`config.mk`:
```
export PLATFORM = sky130hd
export DESIGN_NAME = sipo_msb_rx
export DESIGN_NICKNAME = d
export VERILOG_FILES = /design/src/rtl/sipo_pkg.sv /design/src/rtl/sipo_bit_cnt.sv /design/src/rtl/sipo_msb_rx.sv
export SDC_FILE = /design/constraint.sdc
export NUM_CORES = 1
export LEC_CHECK = 0
export BUFFER_PORTS_ARGS = -buffer_cell sky130_fd_sc_hd__buf_2
export CORE_AREA = 3 3 40 42
export CTS_BUF_LIST = sky130_fd_sc_hd__clkbuf_4
export DETAILED_ROUTE_END_ITERATION = 8
export DIE_AREA = 0 0 43 45
export PLACE_DENSITY_LB_ADDON = 0.1
export REMOVE_ABC_BUFFERS = 1
export SETUP_SLACK_MARGIN = 0.4
export SYNTH_ARGS = -nofsm -noshare
export SYNTH_HDL_FRONTEND = slang
export SYNTH_SLANG_ARGS = --single-unit
```
`constraint.sdc`:
```
create_clock -name clk -period 2.9 [get_ports clk]
set_input_delay 0.725 -clock clk [delete_from_list [all_inputs] [get_ports clk]]
set_output_delay 0.725 -clock clk [all_outputs]
set_load 0.005 [all_outputs]
```
`src/rtl/sipo_pkg.sv`:
```
// rtl/sipo_pkg.sv - shared types and defaults for the MSB-first serial-to-parallel receiver
package sipo_pkg;

    localparam int SIPO_DW_DEFAULT = 4;

    typedef enum logic {
        IDLE  = 1'b0,
        SHIFT = 1'b1
    } sipo_state_t;

endpackage

```
`src/rtl/sipo_bit_cnt.sv`:
```
// rtl/sipo_bit_cnt.sv - frame bit counter with last-bit flag
module sipo_bit_cnt
    import sipo_pkg::*;
#(
    parameter int DW = SIPO_DW_DEFAULT
) (
    input  logic clk,
    input  logic rst,
    input  logic i_load,
    input  logic i_inc,
    input  logic i_clr,
    output logic o_last
);

    localparam int CW = $clog2(DW) + 1;

    logic [CW-1:0] r_cnt;

    // Count is the number of bits already held in the shift register.
    always_ff @(posedge clk or negedge rst) begin
        if (!rst) begin
            r_cnt <= '0;
        end else if (i_load) begin
            r_cnt <= CW'(1);
        end else if (i_clr) begin
            r_cnt <= '0;
        end else if (i_inc) begin
            r_cnt <= r_cnt + CW'(1);
        end
    end

    assign o_last = (r_cnt == CW'(DW - 1));

endmodule

```
`src/rtl/sipo_msb_rx.sv`:
```
// rtl/sipo_msb_rx.sv - MSB-first serial receiver with one-word output holding register
module sipo_msb_rx
    import sipo_pkg::*;
#(
    parameter int DW = SIPO_DW_DEFAULT
) (
    input  logic          clk,
    input  logic          rst,
    input  logic          enb,
    input  logic          start,
    input  logic          sin,
    input  logic          clr_ovf,
    output logic [DW-1:0] dout,
    output logic          dout_vld,
    input  logic          dout_rdy,
    output logic          busy,
    output logic          ovf
);

    sipo_state_t   r_state;
    sipo_state_t   w_next;
    logic [DW-1:0] r_sreg;
    logic [DW-1:0] r_dout;
    logic          r_vld;
    logic          r_ovf;

    logic          w_load;
    logic          w_step;
    logic          w_last;
    logic          w_done;
    logic          w_ovr;
    logic [DW-1:0] w_word;

    // A qualified start always (re)begins a frame, in either state.
    assign w_load = enb && start;
    assign w_step = (r_state == SHIFT) && enb && !start;
    assign w_done = w_step && w_last;
    assign w_word = {r_sreg[DW-2:0], sin};
    assign w_ovr  = w_done && r_vld && !dout_rdy;

    sipo_bit_cnt #(
        .DW(DW)
    ) u_bit_cnt (
        .clk    (clk),
        .rst    (rst),
        .i_load (w_load),
        .i_inc  (w_step && !w_last),
        .i_clr  (w_done),
        .o_last (w_last)
    );

    always_ff @(posedge clk or negedge rst) begin
        if (!rst) begin
            r_state <= IDLE;
        end else begin
            r_state <= w_next;
        end
    end

    always_comb begin
        w_next = r_state;
        case (r_state)
            IDLE:    if (w_load) w_next = SHIFT;
            SHIFT:   if (w_done) w_next = IDLE;
            default: w_next = IDLE;
        endcase
    end

    always_ff @(posedge clk or negedge rst) begin
        if (!rst) begin
            r_sreg <= '0;
        end else if (w_load) begin
            r_sreg <= {{(DW-1){1'b0}}, sin};
        end else if (w_step) begin
            r_sreg <= w_word;
        end
    end

    // Holding register: a completed word replaces an accepted one on the same edge.
    always_ff @(posedge clk or negedge rst) begin
        if (!rst) begin
            r_dout <= '0;
            r_vld  <= 1'b0;
            r_ovf  <= 1'b0;
        end else begin
            if (w_done && (!r_vld || dout_rdy)) begin
                r_dout <= w_word;
                r_vld  <= 1'b1;
            end else if (r_vld && dout_rdy) begin
                r_vld  <= 1'b0;
            end
            if (w_ovr) begin
                r_ovf <= 1'b1;
            end else if (clr_ovf) begin
                r_ovf <= 1'b0;
            end
        end
    end

    assign dout     = r_dout;
    assign dout_vld = r_vld;
    assign ovf      = r_ovf;
    assign busy     = (r_state == SHIFT);

endmodule

```
---- Word level (Yosys, flattened, before mapping) ----
Cells that the tools add are included.
cells by class
  add/sub/neg operators ................... 1
  reductions and logical operators ........ 18
  equality and inequality tests ........... 1
  bitwise gates (word level) .............. 1
  mux-type cells .......................... 12
operator list
  cell                 number
  $mux 3               5
  $logic_and 1x1->1    9
  $mux 1               6
  $reduce_bool 2->1    3
  $logic_not 1->1      4
  $add 3x1->3 const B  1
  $eq 3x2->1 const B   1
  $reduce_bool 3->1    1
  $pmux 1 s2           1
  $logic_or 1x1->1     1
  $not 1->1            1
storage, ports and cells
  register bits after elaboration ......... 13
  output and inout bits ................... 7
  logic and storage cells ................. 39

---- Depth between registers and ports, before layout ----
Gate-level depths: netlist (run 1).
  word-level depth ........................ 6
  mapped depth ............................ 4
  gate-level depth less buffers ........... 4

---- Hierarchy ----
A second synthesis (run 1) with hierarchy kept.
unflattened totals
  cell total of the unflattened synthesis .. 48
  area, all modules ....................... 603.1 um2
modules (own cells, without submodules)
  module        area an instance (um2)  seq. area each (um2)  cells each  instances
  sipo_msb_rx   441.7                   250.2                 35          1
  sipo_bit_cnt  161.4                   75.1                  13          1

---- Least setup slack after synthesis (run 1) ----
OpenSTA, ideal clock, no wires.
  kind .................................... input to register
  start ................................... input start
  end ..................................... register r_dout[0], in the netlist dout[0]
  path buffers ............................ 1
  arrival time ............................ 1.577 ns
  stages on the path ...................... 3
  path slack .............................. 1.198 ns
  path through ............................ buf_4 -> nor4b_4 -> mux2_2
on the way
  word-level cells in the longest chain between the ends .. 4
ends and longest elaborated chain
  element               RTL line           text
  from (decl)           sipo_msb_rx.sv:10  input logic start,
  $logic_not 1->1       sipo_msb_rx.sv:36  assign w_step = (r_state == SHIFT) && enb && !start;
  $logic_and 1x1->1     sipo_msb_rx.sv:36
  $logic_and 1x1->1     sipo_msb_rx.sv:37  assign w_done = w_step && w_last;
  $logic_and 1x1->1     sipo_msb_rx.sv:86  if (w_done && (!r_vld || dout_rdy)) begin
  to (signal assigned)  sipo_msb_rx.sv:87  r_dout <= w_word;
  to (decl)             sipo_msb_rx.sv:23  logic [DW-1:0] r_dout;
Every way passes these cells.
A chain may end at the register's enable or synchronous reset.

---- Final worst setup path (run 1) ----
  start ................................... register r_state, in the netlist busy
  end ..................................... output busy
RTL lines
  element                 RTL line           text
  from (decl)             sipo_msb_rx.sv:20  sipo_state_t r_state;
  from (signal assigned)  sipo_msb_rx.sv:56  r_state <= w_next;
  to (decl)               sipo_msb_rx.sv:16  output logic busy,
No word-level cell between the ends.

==> results.json, run 1 <==
{
  "cts_setup_buffers": 0,
  "overflow": 0,
  "whs_ps": 314,
  "power_density_mw_per_mm2": 807,
  "drv_cap": 0,
  "fp-row-count": 13,
  "cts_sinks": 13,
  "cp.arrival_ps": 990,
  "routed.top_layer": "met3",
  "synthFlopType": "dfrtp_1",
  "dr.first_iter.drc_count": 2,
  "start_util_pct": 46.8,
  "synth.largest_area_cell": "dfrtp_1",
  "drive_above_1_share_pct": 41.5,
  "relSlewSlack_pct": 77.9,
  "clock_skew_ps": 8.35,
  "cts_hold_buf": 0,
  "cts_resized": 0,
  "yosys_warnings": 0,
  "start_kind": "flip-flop",
  "synth-seq-cells": 13,
  "synthTopCellsByArea": "dfrtp_1 (54%), mux2_2 (9.4%), o22ai_1 (4.2%)",
  "die_area_sq_mm": 0.00194,
  "finalCritPeriodShare_pct": 59.0,
  "drt-pass1-iter-count": 4,
  "globalplace.congestion": 0.725,
  "grt_max_degree": 14,
  "fill_cells": 117,
  "wl_met1_um": 524,
  "fin_tns_setup_ps": 0,
  "vias": 419,
  "clkTransAtPathRegs_ps": 90,
  "vdd_drop_max_v": 0.000386,
  "crit_fanout": 11,
  "hold_viol": 0,
  "worstSetupEndpointType": "primary output",
  "multi_input_area_sq_um": 234,
  "crit_type": "reg -> out",
  "drtAntennaViolNets": 0,
  "fmax_mhz": 584,
  "grt_pass1_vias": 408,
  "grt_usage_pct": 13.5,
  "min_path_type": "in -> async",
  "avgSynthCellArea_sq_um": 11.8,
  "antenna_found_initial": 0,
  "wl_um": 1060,
  "synthToLayoutAreaGrowth_pct": 15.6,
  "reg2reg_from": "u_bit_cnt.r_cnt[0]",
  "p_leak_nw": 0.348,
  "yosysTopAreaCellShare_pct": 54.1,
  "required_ps": 2170,
  "die_w_um": 43,
  "htree_num_levels": 1,
  "cts_buffers": 3,
  "tightest_slew_ps": 330,
  "wl_met3_um": 73,
  "total_power_w": 0.000561,
  "drv_slew": 0,
  "die_h_um": 45,
  "post_drt_wl_per_cell_um": 13.2,
  "setup_viol_count_final": 0,
  "portBuffers": 13,
  "root_buffer": "clkbuf_4",
  "drc_errors": 0,
  "nNetsFinal": 74,
  "dr_wl_met2_um": 459,
  "synth_edf_count": 0,
  "grt_pass1_wl_um": 1920,
  "synthArstFlopShare_pct": 100,
  "hpwl_um": 773,
  "ioPinCount": 14,
  "clock_latency_ps": 280,
  "yosysSeqAreaShare_pct": 54.1,
  "yosys.cell_count.top_type": "dfrtp_1",
  "ctsLongestPathBuffers": 2,
  "slowest_delay_ps": 540,
  "n_antenna_cell": 0,
  "synth_common_cells": "dfrtp_1 (13), inv_1 (6), mux2_2 (5)",
  "critical_path.top_delay_family": "flip-flops",
  "cts_tree": "done",
  "critPathSlowestCell": "dfrtp_1",
  "status": "finished clean",
  "path_buf_inv": 1,
  "core_sq_mm": 0.00128,
  "regToRegEndpoint": "dout[0]",
  "r2r_cells": 4,
  "grt_setup_unrepaired": "no",
  "seqCellArea_sq_um": 325,
  "ys_types": 21,
  "cp_cell_sequence": "buf_2",
  "reg2reg_setup_slack_ps": 1310,
  "synthCells": 51,
  "syn_area_sq_um": 602,
  "min_period_ps": 1710,
  "vias_per_cell": 5.24
}
==> sequential cells by signal, summed over array words and instances (netlist names) <==
signal,count
dout_vld,1
r_sreg,3
dout,4
ovf,1
u_bit_cnt.r_cnt,3
busy,1
==> metrics by stage <==
| stage | worst slack [ps] | std cells | utilization, % | cell area (sq um) |
|---|---|---|---|---|
| 3_3_place_gp | 1030 | 76 | 51.8 | 666 |
| 6_report | 1190 | 80 | 54.1 | 696 |
| 3_5_place_dp | 1010 | 76 | 51.8 | 666 |
| 5_1_grt | 1090 | 80 | 54.1 | 696 |
| 2_1_floorplan | 1300 | 48 | - | 582 |
| 4_1_cts | 1180 | 80 | 54.1 | 696 |
==> power by group <==
group	total (W)	internal, W	switching [W]	leakage [nW]
registers	0.000274	0.000232	0.0000424	0.166
logic	0.000164	0.0000889	0.0000753	0.164
clock network	0.000123	0.0000626	0.0000603	0.0184
total	0.000561	0.000383	0.000178	0.348
==> final cells by class <==
cell class,count,area share (%)
well taps,15,2.70
flip-flops and latches,13,46.8
inverters,6,3.24
clock buffers,4,4.32
repair buffers,13,9.35
multi-input cells,29,33.6
==> worst max path at each step <==
stage	start	end	slack [ps]	depth (start not counted)
after global placement	enb	dout[0]	1030	4
after floorplan	dout_rdy	dout[0]	1300	3
after CTS	busy	busy	1180	1
final	busy	busy	1190	1
after detailed placement	enb	dout[0]	1010	4
after global routing	busy	busy	1090	1
==> routing by layer <==
| metal | vias to the layer above | global-route usage [%] |
|---|---|---|
| li1 | 205 | - |
| met1 | 199 | 17.6 |
| met2 | 15 | 20.1 |
| met3 | 0 | 4.38 |
| met4 | 0 | 7.23 |
| met5 | - | 0 |
==> cells in the final DEF (no fill, tap or decap) <==
cell type,instances
or3_2,1
nand3_1,2
buf_2,13
inv_1,6
nand2_1,3
o22ai_1,4
dfrtp_1,13
mux2_2,5
o21ai_0,2
o21a_1,2
a21o_1,1
nand2b_2,1
nand2_2,1
ha_1,1
a21boi_0,1
nor4b_4,1
a31o_2,1
clkbuf_4,4
a22o_1,1
o22a_1,1
nand2b_1,1
==> kinds of logic (layout without fill, tap and decap cells) <==
| kind of cell | after synthesis | in the layout | synth area share [%] |
|---|---|---|---|
| mux | 5 | 5 | 9.35 |
| compound gates | 13 | 13 | 15.2 |
| buf+inv | 9 | 23 | 7.07 |
| fa+ha+maj | 1 | 1 | 2.08 |
| simple gates | 10 | 10 | 12.3 |
| flops | 13 | 13 | 54.1 |
Note: power is estimated with default switching activity, not from simulation.
==> run 2: changes to the inputs <==
ABC_AREA = 1   (was default)
clock period = 1.6 ns   (was 2.9 ns; I/O delays follow)
==> results.json, run 2 <==
{
  "grt_pass1_wl_um": 1840,
  "drv_cap": 0,
  "n_antenna_cell": 0,
  "critical_path.top_delay_family": "flip-flops",
  "cts_buffers": 3,
  "drc_errors": 0,
  "globalplace.congestion": 0.752,
  "worstSetupEndpointType": "primary output",
  "cp_cell_sequence": "buf_2",
  "ys_types": 14,
  "min_path_type": "in -> async",
  "synth.largest_area_cell": "dfrtp_1",
  "tightest_slew_ps": 298,
  "die_area_sq_mm": 0.00194,
  "start_kind": "flip-flop",
  "portBuffers": 13,
  "vias_per_cell": 4.80,
  "synthToLayoutAreaGrowth_pct": 28.9,
  "vdd_drop_max_v": 0.000713,
  "fin_tns_setup_ps": 0,
  "status": "finished clean",
  "crit_fanout": 4,
  "ioPinCount": 14,
  "p_leak_nw": 0.419,
  "core_sq_mm": 0.00128,
  "drtAntennaViolNets": 0,
  "vias": 470,
  "crit_type": "reg -> out",
  "multi_input_area_sq_um": 221,
  "yosysTopAreaCellShare_pct": 57.3,
  "final_cell_mix": "nand2_1 (19), dfrtp_1 (13), buf_2 (13), inv_1 (9), buf_4 (5)",
  "grt_usage_pct": 13.0,
  "dp_slack_ps": 427,
  "finalCritPeriodShare_pct": 77.2,
  "root_buffer": "clkbuf_4",
  "largest_register_ffs": 4,
  "seqCellArea_sq_um": 325,
  "synthFlopType": "dfrtp_1",
  "min_period_ps": 1240,
  "hpwl_um": 809,
  "critPathSlowestCell": "dfrtp_1",
  "start_util_pct": 44.2,
  "slowest_delay_ps": 420,
  "synth_edf_count": 0,
  "synth_common_cells": "nand2_1 (19), dfrtp_1 (13), inv_1 (9)",
  "relSlewSlack_pct": 80.1,
  "cts_sinks": 13,
  "grt_max_degree": 14,
  "avgSynthCellArea_sq_um": 9.31,
  "power_density_mw_per_mm2": 1370,
  "fill_cells": 125,
  "synthArstFlopShare_pct": 100,
  "hold_viol": 0,
  "yosysSeqAreaShare_pct": 57.3,
  "nNetsFinal": 92,
  "wl_um": 1110,
  "syn_area_sq_um": 568,
  "synthTopCellsByArea": "dfrtp_1 (57%), nand2_1 (13%), inv_1 (5.9%)",
  "ctsLongestPathBuffers": 2,
  "clkTransAtPathRegs_ps": 70,
  "yosys.cell_count.top_type": "nand2_1",
  "final_common_cell": "nand2_1",
  "fmax_mhz": 809,
  "clock_latency_ps": 270,
  "grt_setup_unrepaired": "yes",
  "setup_viol_count_final": 0,
  "post_drt_wl_per_cell_um": 11.3,
  "drv_slew": 0,
  "grt_pass1_vias": 439,
  "htree_num_levels": 1,
  "yosys_warnings": 0,
  "antenna_found_initial": 0,
  "clock_skew_ps": 2.50,
  "drive_above_1_share_pct": 32.5,
  "drt-pass1-iter-count": 4,
  "synth-seq-cells": 13,
  "cp.arrival_ps": 840,
  "fin_ws_ps": 364,
  "cts_tree": "done",
  "die_w_um": 43,
  "path_buf_inv": 1,
  "fp-row-count": 13,
  "overflow": 0,
  "die_h_um": 45,
  "required_ps": 1200,
  "cts_hold_buf": 0,
  "synthCells": 61,
  "dr.first_iter.drc_count": 9
}
## run 2: power by group
group          total (W)  switching (W)  internal [W]  leakage (nW)
clock           0.000214       0.000100      0.000114        0.0184
sequential      0.000464      0.0000512      0.000413         0.169
combinational   0.000327       0.000177      0.000150         0.231
## run 2: final cells by class
type	count	area share [%]
sequential	13	44.4
timing repair buffer	18	14.0
multi-input combinational	39	30.3
inverter	9	4.62
tap	15	2.56
clock buffer	4	4.10
## run 2: stage by stage
stage | utilization (%) | cells | area, sq um | power [W] | hold WS (ps)
final | 57.0 | 98 | 732 | 0.00100 | 0.827
after global routing | 57.0 | 98 | 732 | 0.00108 | 9.68
after CTS | 53.1 | 93 | 682 | 0.000951 | 7.90
after detailed placement | 50.7 | 89 | 652 | 0.000735 | 303
after global placement | 50.7 | 89 | 652 | 0.000731 | 303
after floorplan | - | 61 | 568 | 0.000637 | 104
## run 2: worst paths after layout
check                                   startpoint   endpoint  slack (ps)  cells after the start
worst max-delay path                          busy       busy         360                      1
worst min-delay path                           rst    dout[3]         0.8                      1
worst max register to register  u_bit_cnt.r_cnt[1]       busy         480                      6
worst min register to register                 ovf        ovf         510                      2
max in group asynchronous                      rst       busy        1370                      1
min in group clk                               sin  r_sreg[0]         370                      3
## run 2: kinds of logic after synthesis
kind of cell	share of synthesized area, %
flops	57.3
fa+ha+maj	2.20
compound gates	6.39
buf+inv	5.95
simple gates	28.2
## run 2: routing by layer
layer | GRT usage (%) | routed length [um] | up-vias
li1 | - | - | 238
met2 | 19.5 | 479 | 15
met4 | 9.04 | 34 | 0
met5 | 0 | 0 | -
met1 | 17.1 | 522 | 212
met3 | 2.39 | 72 | 5
## run 2: timing repair
action	4_1_cts	5_1_grt
buffers inserted	0	5
endpoints found under the setup margin	1	13
endpoints found under the hold margin	0	0
pin swaps	0	1
gates resized for setup	0	2
==> run 3: changes to the inputs <==
clock period = 1.15 ns   (was 1.6 ns; I/O delays follow)
==> results.json, run 3 (synthesis gave the netlist of run 2 again) <==
{
  "finalNonFillerCells": 104,
  "cp.arrival_ps": 820,
  "hpwl_um": 778,
  "cp_cell_sequence": "buf_2",
  "crit_type": "reg -> out",
  "crit_fanout": 3,
  "start_util_pct": 44.2,
  "cts_buffers": 3,
  "nNetsFinal": 98,
  "p_leak_nw": 0.450,
  "n_antenna_cell": 0,
  "hold_viol": 0,
  "vias": 495,
  "grt_usage_pct": 12.9,
  "dr.first_iter.drc_count": 3,
  "total_power_w": 0.00151,
  "portBuffers": 13,
  "largest_register_ffs": 4,
  "start_kind": "flip-flop",
  "required_ps": 860,
  "critical_path.top_delay_family": "flip-flops",
  "globalplace.congestion": 0.777,
  "grt_setup_unrepaired": "yes",
  "slowest_delay_ps": 410,
  "grt_max_degree": 14,
  "htree_num_levels": 1,
  "grt_pass1_vias": 407,
  "post_drt_wl_per_cell_um": 10.8,
  "die_area_sq_mm": 0.00194,
  "finalCritPeriodShare_pct": 96.4,
  "final_cell_mix": "nand2_1 (19), dfrtp_1 (13), buf_2 (13), buf_4 (9), inv_1 (8)",
  "vias_per_cell": 4.76,
  "fill_cells": 108,
  "min_path_type": "in -> reg",
  "critPathSlowestCell": "dfrtp_1",
  "setup_viol_count_final": 0,
  "drv_slew": 0,
  "drv_cap": 0,
  "drtAntennaViolNets": 0,
  "synthToLayoutAreaGrowth_pct": 39.2,
  "tightest_slew_ps": 305,
  "drc_errors": 0,
  "die_w_um": 43,
  "cts_sinks": 13,
  "overflow": 0,
  "fp-row-count": 13,
  "fmax_mhz": 902,
  "die_h_um": 45,
  "ctsLongestPathBuffers": 2,
  "clkTransAtPathRegs_ps": 80,
  "core_sq_mm": 0.00128,
  "final_common_cell": "nand2_1",
  "root_buffer": "clkbuf_4",
  "drive_above_1_share_pct": 39.3,
  "path_buf_inv": 1,
  "clock_skew_ps": 5.75,
  "dpl.cell_count": 90,
  "relSlewSlack_pct": 79.7,
  "min_period_ps": 1110,
  "worstSetupEndpointType": "primary output",
  "drt-pass1-iter-count": 4,
  "cts_tree": "done",
  "status": "finished clean",
  "wl_um": 1120,
  "power_density_mw_per_mm2": 1910,
  "ioPinCount": 14,
  "antenna_found_initial": 0,
  "grt_pass1_wl_um": 1790,
  "clock_latency_ps": 280,
  "vdd_drop_max_v": 0.000861
}
==> run 3: changes by cell type in the layout (fill, tap and decap cells not counted) <==
cell	before	now
buf_4	5	9
buf_6	0	1
dlygate4sd3_1	0	1
ha_1	1	0
ha_2	0	1
inv_1	9	8
inv_2	0	1
nand3_1	3	2
nand3_2	0	1
o21ai_0	3	2
o21ai_1	2	3
==> run 3: final timing paths <==
path | start | end | slack (ps) | cells past startpoint
max | busy | busy | 40 | 1
min | sin | r_sreg[0] | 240 | 3
max reg2reg | u_bit_cnt.r_cnt[0] | dout[3] | 90 | 6
min reg2reg | dout[2] | dout[2] | 470 | 2
max in group asynchronous | rst | busy | 500 | 2
min in group asynchronous | rst | r_sreg[1] | 420 | 2
==> run 3: final cells by class <==
| class | instances | area, sq um | area share, % |
|---|---|---|---|
| Inverter | 9 | 33.8 | 4.27 |
| Sequential cell | 13 | 325 | 41.1 |
| Timing Repair Buffer | 24 | 154 | 19.5 |
| Tap cell | 15 | 18.8 | 2.37 |
| Clock buffer | 4 | 30.0 | 3.80 |
| Multi-Input combinational cell | 39 | 229 | 29.0 |
==> run 3: what timing repair did <==
item	4_1_cts	5_1_grt
setup endpoints to repair	20	20
gates cloned	0	0
gates resized for setup	4	3
endpoints found under the hold margin	13	0
pin swaps	3	3
buffers inserted	5	4
hold buffers	1	0
==> run 3: tightest hold or removal path: cells and delay by family <==
kind	cells	cell delay (ps)
compound gates	1	60
buf+inv	1	90
simple gates	1	40
==> run 3: stage by stage <==
stage / setup TNS [ps] / setup slack, ps / hold WS, ps / utilization [%] / instance area [sq um]
2_1_floorplan: 0 / 87.3 / -8.09 / - / 568
3_3_place_gp: 0 / 67.6 / 192 / 51.3 / 659
3_5_place_dp: 0 / 52.8 / 194 / 51.3 / 659
4_1_cts: 0 / 27.6 / 233 / 57.9 / 744
5_1_grt: -43.2 / -23.6 / 245 / 61.5 / 791
6_report: 0 / 41.7 / 241 / 61.5 / 791
==> run 3: routing by layer <==
layer / global-route usage [%] / up-vias / routed length [um]
li1: - / 258 / -
met1: 16.2 / 219 / 538
met2: 20.1 / 16 / 478
met3: 2.39 / 2 / 84
met4: 9.04 / 0 / 21
met5: 0 / - / 0
==> run 3: power by group <==
part,switching (W),leakage [nW],internal [W]
Combinational,0.000277,0.263,0.000282
Clock,0.000149,0.0184,0.000158
Sequential,0.0000677,0.169,0.000574
Total,0.000494,0.450,0.00101
